$ cat src/rtl/mem_pkg.sv
// Shared encodings for the load/store unit: access sizes, FSM states and
// the alignment rule used when an access is accepted.
package mem_pkg;

  localparam logic [1:0] SZ_WORD = 2'b00;
  localparam logic [1:0] SZ_HALF = 2'b01;
  localparam logic [1:0] SZ_BYTE = 2'b10;

  typedef enum logic [1:0] {
    ST_IDLE = 2'b00,
    ST_WAIT = 2'b01,
    ST_DONE = 2'b10
  } state_t;

  // Bytes are always aligned; halves need addr[0] = 0; word and the
  // reserved encoding need addr[1:0] = 00.
  function automatic logic is_misaligned(input logic [1:0] size,
                                         input logic [1:0] addr_lo);
    logic mis;
    case (size)
      SZ_BYTE: mis = 1'b0;
      SZ_HALF: mis = addr_lo[0];
      default: mis = (addr_lo != 2'b00);
    endcase
    is_misaligned = mis;
  endfunction

endpackage

$ cat src/rtl/mem_access_unit_lane_align.sv
// Combinational lane steering: store byte enables and lane replication,
// and load lane selection with zero/sign extension.
// No state; latency is zero.
module lane_align
  import mem_pkg::*;
(
  input  logic [1:0]  size,
  input  logic [1:0]  addr_lo,
  input  logic        sign_ext,
  input  logic [31:0] wdata,
  input  logic [31:0] rdata,
  output logic [3:0]  be,
  output logic [31:0] wdata_lane,
  output logic [31:0] rdata_ext
);

  logic [7:0]  sel_byte;
  logic [15:0] sel_half;

  // Store side: place the byte/half in every lane and enable the addressed one(s).
  always_comb begin
    be         = 4'b1111;
    wdata_lane = wdata;
    case (size)
      SZ_BYTE: begin
        be         = 4'b0001 << addr_lo;
        wdata_lane = {4{wdata[7:0]}};
      end
      SZ_HALF: begin
        be         = addr_lo[1] ? 4'b1100 : 4'b0011;
        wdata_lane = {2{wdata[15:0]}};
      end
      default: begin
        be         = 4'b1111;
        wdata_lane = wdata;
      end
    endcase
  end

  // Load side: pick the addressed lane, then fill upper bits with zero or the lane MSB.
  always_comb begin
    sel_byte  = rdata[7:0];
    sel_half  = addr_lo[1] ? rdata[31:16] : rdata[15:0];
    rdata_ext = rdata;
    case (addr_lo)
      2'd0: sel_byte = rdata[7:0];
      2'd1: sel_byte = rdata[15:8];
      2'd2: sel_byte = rdata[23:16];
      default: sel_byte = rdata[31:24];
    endcase
    case (size)
      SZ_BYTE: rdata_ext = {{24{sign_ext & sel_byte[7]}}, sel_byte};
      SZ_HALF: rdata_ext = {{16{sign_ext & sel_half[15]}}, sel_half};
      default: rdata_ext = rdata;
    endcase
  end

endmodule

$ cat src/rtl/mem_access_unit.sv
// Multi-cycle load/store unit between the MEM stage and the system bridge.
// Aligned access: accept N, bus_req N+1, rsp_valid N+2 with immediate ack; misaligned: rsp_valid N+1.
// One access in flight; req_ready only in IDLE; a missing ack ends in a bus error after TIMEOUT cycles.
module mem_access_unit
  import mem_pkg::*;
#(
  parameter int TIMEOUT = 16
) (
  input  logic        clk,
  input  logic        reset,
  input  logic        req_valid,
  output logic        req_ready,
  input  logic        req_we,
  input  logic [1:0]  req_size,
  input  logic        req_signed,
  input  logic [31:0] req_addr,
  input  logic [31:0] req_wdata,
  output logic        bus_req,
  output logic        bus_we,
  output logic [31:0] bus_addr,
  output logic [3:0]  bus_be,
  output logic [31:0] bus_wdata,
  input  logic        bus_ack,
  input  logic [31:0] bus_rdata,
  output logic        rsp_valid,
  output logic [31:0] rsp_rdata,
  output logic        rsp_adel,
  output logic        rsp_ades,
  output logic        rsp_buserr
);

  localparam logic [7:0] CNT_LAST = 8'(TIMEOUT - 1);

  state_t      state, next_state;
  logic [7:0]  cnt;

  logic        we_q;
  logic [1:0]  size_q;
  logic        signed_q;
  logic [31:0] addr_q;
  logic [31:0] wdata_q;

  logic [31:0] rdata_q;
  logic        adel_q;
  logic        ades_q;
  logic        buserr_q;

  logic        misal;
  logic        accept;
  logic        done_ack;
  logic        done_to;

  logic [3:0]  lane_be;
  logic [31:0] lane_wdata;
  logic [31:0] lane_rdata;

  assign misal = is_misaligned(req_size, req_addr[1:0]);

  lane_align u_lane_align (
    .size       (size_q),
    .addr_lo    (addr_q[1:0]),
    .sign_ext   (signed_q),
    .wdata      (wdata_q),
    .rdata      (bus_rdata),
    .be         (lane_be),
    .wdata_lane (lane_wdata),
    .rdata_ext  (lane_rdata)
  );

  // State register; async reset aborts any access, dropping bus_req at once.
  always_ff @(posedge clk or posedge reset) begin
    if (reset) state <= ST_IDLE;
    else       state <= next_state;
  end

  // Next-state decode plus handshake strobes; ack beats timeout in the last WAIT cycle.
  always_comb begin
    next_state = state;
    req_ready  = 1'b0;
    bus_req    = 1'b0;
    rsp_valid  = 1'b0;
    accept     = 1'b0;
    done_ack   = 1'b0;
    done_to    = 1'b0;
    case (state)
      ST_IDLE: begin
        req_ready = 1'b1;
        if (req_valid) begin
          accept     = 1'b1;
          next_state = misal ? ST_DONE : ST_WAIT;
        end
      end
      ST_WAIT: begin
        bus_req = 1'b1;
        if (bus_ack) begin
          done_ack   = 1'b1;
          next_state = ST_DONE;
        end else if (cnt == CNT_LAST) begin
          done_to    = 1'b1;
          next_state = ST_DONE;
        end
      end
      ST_DONE: begin
        rsp_valid  = 1'b1;
        next_state = ST_IDLE;
      end
      default: next_state = ST_IDLE;
    endcase
  end

  // Cycles spent in WAIT; cleared whenever the unit is elsewhere.
  always_ff @(posedge clk or posedge reset) begin
    if (reset)                 cnt <= 8'd0;
    else if (state == ST_WAIT) cnt <= cnt + 8'd1;
    else                       cnt <= 8'd0;
  end

  // Capture the request so bus signals stay stable through WAIT.
  always_ff @(posedge clk or posedge reset) begin
    if (reset) begin
      we_q     <= 1'b0;
      size_q   <= 2'b00;
      signed_q <= 1'b0;
      addr_q   <= 32'd0;
      wdata_q  <= 32'd0;
    end else if (accept) begin
      we_q     <= req_we;
      size_q   <= req_size;
      signed_q <= req_signed;
      addr_q   <= req_addr;
      wdata_q  <= req_wdata;
    end
  end

  // Response fields: cleared/flagged on accept, filled by ack or timeout.
  always_ff @(posedge clk or posedge reset) begin
    if (reset) begin
      rdata_q  <= 32'd0;
      adel_q   <= 1'b0;
      ades_q   <= 1'b0;
      buserr_q <= 1'b0;
    end else if (accept) begin
      rdata_q  <= 32'd0;
      adel_q   <= misal & ~req_we;
      ades_q   <= misal & req_we;
      buserr_q <= 1'b0;
    end else if (done_ack) begin
      rdata_q  <= we_q ? 32'd0 : lane_rdata;
    end else if (done_to) begin
      buserr_q <= 1'b1;
    end
  end

  // Bus fields are only driven while the access is live; be is zero on reads.
  assign bus_we    = bus_req & we_q;
  assign bus_addr  = bus_req ? {addr_q[31:2], 2'b00} : 32'd0;
  assign bus_be    = bus_we ? lane_be : 4'b0000;
  assign bus_wdata = bus_we ? lane_wdata : 32'd0;

  assign rsp_rdata  = rsp_valid ? rdata_q : 32'd0;
  assign rsp_adel   = rsp_valid & adel_q;
  assign rsp_ades   = rsp_valid & ades_q;
  assign rsp_buserr = rsp_valid & buserr_q;

endmodule

$ cat config.mk
export PLATFORM = sky130hd
export DESIGN_NAME = mem_access_unit
export DESIGN_NICKNAME = d
export VERILOG_FILES = /design/src/rtl/mem_pkg.sv /design/src/rtl/mem_access_unit_lane_align.sv /design/src/rtl/mem_access_unit.sv
export SDC_FILE = /design/constraint.sdc
export NUM_CORES = 1
export LEC_CHECK = 0
export CORE_UTILIZATION = 47
export DETAILED_ROUTE_END_ITERATION = 12
export PLACE_DENSITY = 0.81
export RECOVER_POWER = 50
export SLEW_MARGIN = 30
export SYNTH_ARGS = -nofsm -noshare
export SYNTH_HDL_FRONTEND = slang
export SYNTH_HIERARCHICAL = 1
export SYNTH_SLANG_ARGS = --single-unit
$ cat constraint.sdc
create_clock -name clk -period 4.78 [get_ports clk]
set_input_delay 0.956 -clock clk [delete_from_list [all_inputs] [get_ports clk]]
set_output_delay 0.956 -clock clk [all_outputs]
set_load 0.1 [all_outputs]
==> flow_metrics.tcl, run 1 <==
set metrics [dict create \
    outcome "finished with violations" \
    violations "max-capacitance violations, max-slew violations" \
    numPortBuffers 208 \
    cp.required_ps 5090 \
    slew_headroom_pct -114 \
    grt.total_usage_pct 26.5 \
    yosysMostFrequentCell "nand2_1" \
    dp.cells 1073 \
    hold_viol 0 \
    worstPathCellList "dlygate4sd3_1 -> or3b_2 -> clkbuf_1 -> nand2_1 -> o21ai_2" \
    synth_warnings 6 \
    vias 5995 \
    p_per_area_nw_per_um2 699 \
    synth_edf_count 0 \
    grt.overflow.total 0 \
    multi_input_area_um2 3180 \
    slew_violations 126 \
    wirelength_um 18400 \
    fin_util_pct 65.9 \
    fin_tns_setup_ps 0 \
    synth_cell_types 51 \
    ant_nets 0 \
    setup_viol 0 \
    synthTopCellsByCount "nand2_1, dfrtp_1, and2_1, a22o_1, and3_1" \
    final_cells 1108 \
    path_clk_slew_ps 50 \
    cp_slowest_cell "clkbuf_1" \
    cap_violations 2 \
    syn_area_um2 6470 \
    antenna_found_initial 1 \
    pwr-share-comb_pct 51.3 \
    die_w_um 119 \
    min_period_over_period_pct 85.5 \
    num_io_pins 211 \
    finalPower_mw 6.15 \
    initial_core_util_pct 48.5 \
    die_h_um 119 \
    critical_path.max_stage_delay_ps 2230 \
    clkLatencyLatePin_ps 420 \
    rsz0062_at_grt "false" \
    drive_gt1_share_pct 16.4 \
    wl_per_cell_um 16.6 \
    grt_max_degree 74 \
    post-route-min-period_ps 4090 \
    critPathCaptureType "register" \
    clk_path_buf_depth 2 \
    drc 0 \
    avgSynthCellArea_um2 8.62 \
    cts_hold_buf 0 \
    seq_area_frac_synth_pct 43.7 \
    p_int_mw 3.16 \
    synth_top_area_cell "dfrtp_1" \
    cp-start-kind "input port" \
    hp-class "reg -> reg" \
    grt_pass1_vias 5688 \
    critPathKind "in -> reg" \
    cts_buffers 17 \
    synth_cells 750 \
    post_cts_resized 0 \
    drt-initial-drc-count 631 \
    switchingPower_mw 2.98 \
    rows 42 \
    ys_async_sr_fraction_pct 100 \
    root_buffer "clkbuf_16" \
    hold_ws_ps 461 \
    skew_ps 6.26 \
    fillers 1128 \
    synth-seq-cells 113 \
    worst_slew_pin_slew_ps 3210 \
    dp_hpwl_um 12500 \
    core_area_um2 13300 \
    seqCellArea_um2 2830 \
    via_per_inst 5.41 \
    crit_path_max_fanout 73 \
    cts_sinks 113 \
    cts_tree "done" \
    yosys.area.top_type_share_pct 43.7 \
    ys.flop_type "dfrtp_1" \
    vdd_drop_max_mv 0.462 \
    power_leakage_nw 4.45 \
    p_sw_share_pct 48.5 \
    arrival_ps 4400 \
    gp_congestion 0.831 \
    cts.htree.levels 4 \
    dr.pass1.iters 8 \
    nets 1026 \
    max_freq_mhz 245 \
    synth_top_cells_by_area "dfrtp_1, nand2_1, and2_1, a22o_1, and3_1" \
    postCtsSetupBuffers 0 \
    area_growth_pct 36.0 \
    grt_pass1_wl_um 29200 \
    pwr-share-clk_pct 21.3 \
    die_area_um2 14200 \
    power_frac_seq_pct 27.4 \
]
==> registers in the layout, summed over array words and instances (netlist names) <==
| signal | count |
|---|---|
| addr_q | 32 |
| adel_q | 1 |
| ades_q | 1 |
| buserr_q | 1 |
| cnt | 8 |
| rdata_q | 32 |
| signed_q | 1 |
| size_q | 2 |
| state | 2 |
| wdata_q | 32 |
| we_q | 1 |
==> kinds of logic after synthesis <==
logic type      Yosys count  synth area share (%)
compound gates          117                  13.9
xor+xnor                  3                 0.406
fa+ha+maj                 4                 0.774
buf+inv                  79                  7.31
flops                   113                  43.7
mux                      11                  3.11
other cells               1                0.0580
simple gates            422                  30.7
==> worst max-delay path: cells and delay by family <==
kind / cells / cell delay [ps]
AOI/OAI and AO/OA: 1 / 140
buffers and inverters: 2 / 2820
and+or+nand+nor: 2 / 400
==> power by group through the flow <==
| stage | clock, mW | combinational, mW | sequential (mW) |
|---|---|---|---|
| 4_1_cts | 1.32 | 3.14 | 1.68 |
| 3_5_place_dp | 0 | 3.13 | 1.69 |
| 6_report | 1.31 | 3.16 | 1.68 |
| 2_1_floorplan | 0 | 2.73 | 1.51 |
| 3_3_place_gp | 0 | 3.08 | 1.68 |
| 5_1_grt | 1.36 | 3.39 | 1.74 |
==> routing by layer <==
metal / vias to the layer above / track usage, % / share of wire, %
li1: 2847 / - / -
met1: 2827 / 34.4 / 43
met2: 291 / 41.6 / 46
met3: 30 / 8.67 / 9.0
met4: 0 / 8.83 / 1.6
met5: - / 0 / 0
==> path summary, 6_finish.rpt <==
check,startpoint,endpoint,slack [ps],depth (start not counted)
worst min-delay path,addr_q[20],addr_q[20],460,2
min in group asynchronous,reset,addr_q[27],1090,2
max in group asynchronous,reset,addr_q[3],1010,3
worst max register to register,state[0],size_q[1],1330,4
worst max-delay path,req_valid,size_q[1],690,5
worst min register to register,addr_q[20],addr_q[20],460,2
==> metrics by stage <==
stage / worst slack, ps / area (µm²)
after CTS: 812 / 8780
after detailed placement: 1280 / 8180
after floorplan: 837 / 6470
after global placement: 1290 / 8180
after global routing: 376 / 8790
final: 695 / 8800
==> cell type report <==
class | instances | area share (%)
timing repair buffer | 218 | 21.9
clock inverter | 13 | 1.91
tap | 176 | 2.50
antenna | 1 | 0.0284
multi-input combinational | 559 | 36.2
clock buffer | 19 | 4.92
sequential | 113 | 32.2
inverter | 9 | 0.398
==> placed cells by master (no fill, tap or decap), types with 4 or more instances in the layout <==
cell type        instances
nand2_1                257
nand3_1                 21
and2_0                   4
or2_2                    4
o211ai_1                 6
dfrtp_1                112
a22o_1                  47
and2_1                  71
nor2b_1                  7
and3_1                  37
a22oi_1                 15
clkdlybuf4s50_1        113
mux4_2                   7
inv_1                    6
nor2_1                   5
a21oi_1                  5
nand2b_1                 4
buf_4                   97
clkbuf_1                 5
a221o_1                  7
clkinv_2                 8
bufinv_16                4
clkbuf_16               17
o21ai_0                 22
(Power assumes the default switching activity.)
==> inputs of run 2 (changes only) <==
--- a/config.mk
+++ b/config.mk
@@ -5,9 +5,9 @@
 export SDC_FILE = /design/constraint.sdc
 export NUM_CORES = 1
 export LEC_CHECK = 0
-export CORE_UTILIZATION = 47
+export CORE_UTILIZATION = 51
 export DETAILED_ROUTE_END_ITERATION = 12
-export PLACE_DENSITY = 0.81
+export PLACE_DENSITY = 0.87
 export RECOVER_POWER = 50
 export SLEW_MARGIN = 30
 export SYNTH_ARGS = -nofsm -noshare
==> constraint.sdc (replaced) <==
create_clock -name clk -period 5.1 [get_ports clk]
set_input_delay 1.02 -clock clk [delete_from_list [all_inputs] [get_ports clk]]
set_output_delay 1.02 -clock clk [all_outputs]
set_load 0.1 [all_outputs]
==> run 2 against run 1 <==
  * The flow still finishes with violations (max-capacitance violations, max-slew violations)
  * Count of clock-buffer cells in the layout increased by 2
  * Via count increased by 1.5%
  * Final area is 0.63% higher
  * Utilization is 6.9 points higher
  * Critical path depth is the same
  * Clock power down 8%
  * Global-route usage increased by 2.5 points
  * Worst setup slack improved by 260 ps
  * Critical path type unchanged
  * Critical endpoint is now wdata_q[8]
==> flow_metrics.tcl, run 2 (synthesis gave the netlist of run 1 again) <==
set metrics [dict create \
    vias 6084 \
    cts_sinks 113 \
    violations "max-capacitance violations, max-slew violations" \
    hold_viol 0 \
    area_growth_pct 36.9 \
    nets 1027 \
    pwr-share-clk_pct 20.9 \
    die_h_um 115 \
    p_int_mw 2.97 \
    max_freq_mhz 241 \
    grt_max_degree 77 \
    worstPathCellList "dlygate4sd3_1 -> nor3b_1 -> clkbuf_1 -> nand2_1 -> nand2_1" \
    rows 40 \
    drive_gt1_share_pct 13.9 \
    wl_per_cell_um 16.7 \
    cts_buffers 17 \
    path_clk_slew_ps 50 \
    rsz0062_at_grt "false" \
    num_io_pins 211 \
    cp_slowest_cell "clkbuf_1" \
    cts_hold_buf 0 \
    cts.htree.levels 4 \
    via_per_inst 5.53 \
    slew_headroom_pct -101 \
    core_area_um2 12200 \
    hp-class "reg -> reg" \
    fin_tns_setup_ps 0 \
    p_per_area_nw_per_um2 650 \
    cp-start-kind "input port" \
    grt_pass1_vias 5823 \
    gp_congestion 0.841 \
    grt.total_usage_pct 29.0 \
    cts_tree "done" \
    wirelength_um 18400 \
    critPathKind "in -> reg" \
    largestRegisters "addr_q x32, rdata_q x32, wdata_q x32" \
    critPathCaptureType "register" \
    antenna_found_initial 0 \
    numPortBuffers 208 \
    drc 0 \
    finalPower_mw 5.76 \
    die_w_um 115 \
    grt.overflow.total 0 \
    final_cells 1100 \
    slew_violations 170 \
    drt-initial-drc-count 482 \
    ant_nets 0 \
    diodes 0 \
    dp_hpwl_um 12500 \
    pwr-share-comb_pct 51.8 \
    post_cts_resized 0 \
    p_sw_share_pct 48.5 \
    power_leakage_nw 4.41 \
    final_common_cell "nand2_1" \
    vdd_drop_max_mv 0.418 \
    power_frac_seq_pct 27.3 \
    arrival_ps 4480 \
    layout_common_cells "nand2_1, clkdlybuf4s50_1, dfrtp_1" \
    critical_path.max_stage_delay_ps 2150 \
    switchingPower_mw 2.79 \
    clk_path_buf_depth 2 \
    post-route-min-period_ps 4140 \
    crit_path_max_fanout 68 \
    worst_slew_pin_slew_ps 3020 \
    initial_core_util_pct 53.2 \
    cpMostUsedCell "nand2_1" \
    root_buffer "clkbuf_16" \
    cap_violations 3 \
    cp.required_ps 5440 \
    dp.cells 1068 \
    dr.pass1.iters 5 \
    r2r_slack_ps 1640 \
    outcome "finished with violations" \
    grt_pass1_wl_um 29100 \
    clkLatencyLatePin_ps 420 \
    skew_ps 7.97 \
    die_area_um2 13100 \
    postCtsSetupBuffers 0 \
    min_period_over_period_pct 81.2 \
    setup_viol 0 \
]
run 2: worst max-delay path: cells and delay by family:
kind                   cells  cell delay [ps]
AND/OR/NAND/NOR            3              660
buffers and inverters      2             2740
run 2: per-stage QoR:
step                      hold WS (ps)  util, %  setup WS (ps)  cell area (µm²)
after detailed placement           454     67.9           1290             8260
after global placement             451     67.7           1460             8230
after global routing               482     72.8            599             8850
after CTS                          468     72.9            843             8870
final                              465     72.8            959             8850
after floorplan                    437        -           1090             6470
run 2: power by group through the flow:
stage | combinational (mW) | sequential (mW) | clock (mW)
2_1_floorplan | 2.56 | 1.42 | 0
3_3_place_gp | 2.90 | 1.56 | 0
3_5_place_dp | 2.96 | 1.57 | 0
4_1_cts | 2.97 | 1.56 | 1.22
5_1_grt | 3.20 | 1.62 | 1.26
6_report | 2.98 | 1.57 | 1.20
run 2: routing by layer:
| layer | routed length (µm) | share of wire (%) | global-route usage, % |
|---|---|---|---|
| met5 | 0 | 0 | 0 |
| met4 | 503 | 2.7 | 13.2 |
| met3 | 1620 | 8.8 | 8.58 |
| met2 | 8860 | 48 | 46.4 |
| met1 | 7420 | 40 | 36.3 |
run 2: final cells by class:
class,count,area [µm²]
sequential,113,2830
fill,924,3310
tap,168,210
clock buffer,21,470
inverter,9,35.0
timing repair buffer,219,2000
clock inverter,11,135
multi-input combinational,559,3180
run 2: worst paths after layout:
kind / from / endpoint / depth (start not counted)
setup / recovery: req_valid / wdata_q[8] / 5
hold / removal: addr_q[17] / addr_q[17] / 2
setup reg to reg: state[0] / wdata_q[8] / 4
hold reg to reg: addr_q[17] / addr_q[17] / 2
max in group asynchronous: reset / rdata_q[12] / 3
min in group asynchronous: reset / addr_q[23] / 2
==> inputs of run 3 (changes only) <==
--- a/config.mk
+++ b/config.mk
@@ -5,9 +5,9 @@
 export SDC_FILE = /design/constraint.sdc
 export NUM_CORES = 1
 export LEC_CHECK = 0
-export CORE_UTILIZATION = 51
+export CORE_UTILIZATION = 47
 export DETAILED_ROUTE_END_ITERATION = 12
-export PLACE_DENSITY = 0.87
+export PLACE_DENSITY = 0.81
 export RECOVER_POWER = 50
 export SLEW_MARGIN = 30
 export SYNTH_ARGS = -nofsm -noshare
==> constraint.sdc (replaced) <==
create_clock -name clk -period 3.9 [get_ports clk]
set_input_delay 0.78 -clock clk [delete_from_list [all_inputs] [get_ports clk]]
set_output_delay 0.78 -clock clk [all_outputs]
set_load 0.1 [all_outputs]
==> run 3 against run 2 <==
  * The flow still finishes with violations (max-capacitance violations, max-slew violations)
  * Clock power is 38% higher
  * Register-to-register slack worse by 660 ps
  * Combinational power is 45% higher
  * Largest power group unchanged
==> flow_metrics.tcl, run 3 (synthesis gave the netlist of run 1 again) <==
set metrics [dict create \
    cts.htree.levels 4 \
    initial_core_util_pct 48.5 \
    largestRegisters "addr_q x32, rdata_q x32, wdata_q x32" \
    skew_ps 6.53 \
    grt_pass1_wl_um 31400 \
    crit_family "simple AND/OR/NAND/NOR gates" \
    die_h_um 119 \
    p_per_area_nw_per_um2 830 \
    grt_pass1_vias 6115 \
    grt.overflow.total 0 \
    crit_buf_inv 2 \
    hp-class "reg -> reg" \
    pwr-share-comb_pct 53.7 \
    min_period_over_period_pct 86.8 \
    fin_tns_setup_ps 0 \
    slew_headroom_pct -46.4 \
    grt_max_degree 66 \
    cts_sinks 113 \
    crit_path_max_fanout 20 \
    cp-start-kind "input port" \
    post_cts_resized 0 \
    via_per_inst 5.53 \
    root_buffer "clkbuf_16" \
    fillers 976 \
    postCtsSetupBuffers 0 \
    critPathKind "in -> reg" \
    cp.required_ps 4250 \
    dr.pass1.iters 5 \
    clk_path_buf_depth 2 \
    gp_congestion 0.859 \
    ant_nets 0 \
    setup_viol 0 \
    final_cells 1111 \
    placed_cell_area_um2 9060 \
    violations "max-capacitance violations, max-slew violations" \
    dp_hpwl_um 13500 \
    cp_slowest_cell "nor3b_1" \
    hold_viol 0 \
    pwr-share-clk_pct 20.6 \
    antenna_found_initial 1 \
    cts_buffers 17 \
    cts_hold_buf 0 \
    grt.total_usage_pct 28.5 \
    cpMostUsedCell "nand2_1" \
    outcome "finished with violations" \
    cts_tree "done" \
    slew_violations 63 \
    critical_path.max_stage_delay_ps 1570 \
    worst_slew_pin_slew_ps 2180 \
    fin_area_um2 9680 \
    finalPower_mw 8.03 \
    switchingPower_mw 3.76 \
    p_int_mw 4.27 \
    core_area_um2 13300 \
    num_io_pins 211 \
    worstPathCellList "dlygate4sd3_1 -> nor3b_1 -> clkbuf_2 -> nand2_1 -> nand2_1" \
    post-route-min-period_ps 3380 \
    vias 6148 \
    critPathCaptureType "register" \
    drc 0 \
    clkLatencyLatePin_ps 420 \
    rsz0062_at_grt "false" \
    area_growth_pct 49.7 \
    die_area_um2 14200 \
    layout_common_cells "nand2_1, dfrtp_1, clkdlybuf4s50_1" \
    final_common_cell "nand2_1" \
    hold_ws_ps 461 \
    max_freq_mhz 295 \
    drt-initial-drc-count 537 \
    path_clk_slew_ps 50 \
    vdd_drop_max_mv 0.459 \
    dp.cells 1078 \
    numPortBuffers 208 \
    power_frac_seq_pct 25.7 \
    cap_violations 2 \
    p_sw_share_pct 46.9 \
    wl_per_cell_um 17.6 \
    die_w_um 119 \
    power_leakage_nw 4.71 \
    arrival_ps 3730 \
    drive_gt1_share_pct 18.0 \
    wirelength_um 19500 \
    rows 42 \
    nets 1029 \
]
[run 3: worst register-to-register path: cells and delay by family (launching register included)]
family / cells / cell delay (ps)
buffers and inverters: 1 / 580
flip-flops: 1 / 470
AND/OR/NAND/NOR: 3 / 1810
[run 3: final timing paths]
kind | start | end | slack [ps] | depth (start not counted)
worst max-delay path | req_valid | addr_q[6] | 520 | 5
worst min-delay path | addr_q[31] | addr_q[31] | 460 | 2
worst max register to register | state[0] | addr_q[6] | 980 | 4
worst min register to register | addr_q[31] | addr_q[31] | 460 | 2
max in group asynchronous | reset | rdata_q[21] | 1390 | 3
min in group asynchronous | reset | addr_q[15] | 1420 | 2
[run 3: area by class of cell]
cell class | instances | area, µm² | share of cell area (%)
tap | 176 | 220 | 2.27
timing repair buffer | 221 | 2790 | 28.8
multi-input combinational | 559 | 3170 | 32.8
clock inverter | 10 | 156 | 1.62
inverter | 9 | 35.0 | 0.362
antenna | 1 | 2.50 | 0.0258
sequential | 113 | 2830 | 29.2
clock buffer | 22 | 474 | 4.90
[run 3: per-layer routing]
| metal | GRT usage [%] | share of wire, % |
|---|---|---|
| met1 | 33.9 | 39 |
| met3 | 10.6 | 10 |
| met4 | 12.9 | 2.5 |
| met2 | 45.7 | 48 |
| met5 | 0 | 0 |
[run 3: power groups by stage]
stage	combinational, mW	sequential (mW)	clock [mW]
2_1_floorplan	3.34	1.86	0
4_1_cts	4.32	2.06	1.67
3_5_place_dp	4.29	2.07	0
5_1_grt	4.62	2.13	1.73
6_report	4.32	2.06	1.65
3_3_place_gp	4.21	2.06	0
[run 3: stage by stage]
step	setup WS (ps)	utilization [%]
after detailed placement	737	67.9
final	515	72.5
after global routing	245	72.5
after global placement	863	67.9
after CTS	257	72.6
after floorplan	133	-
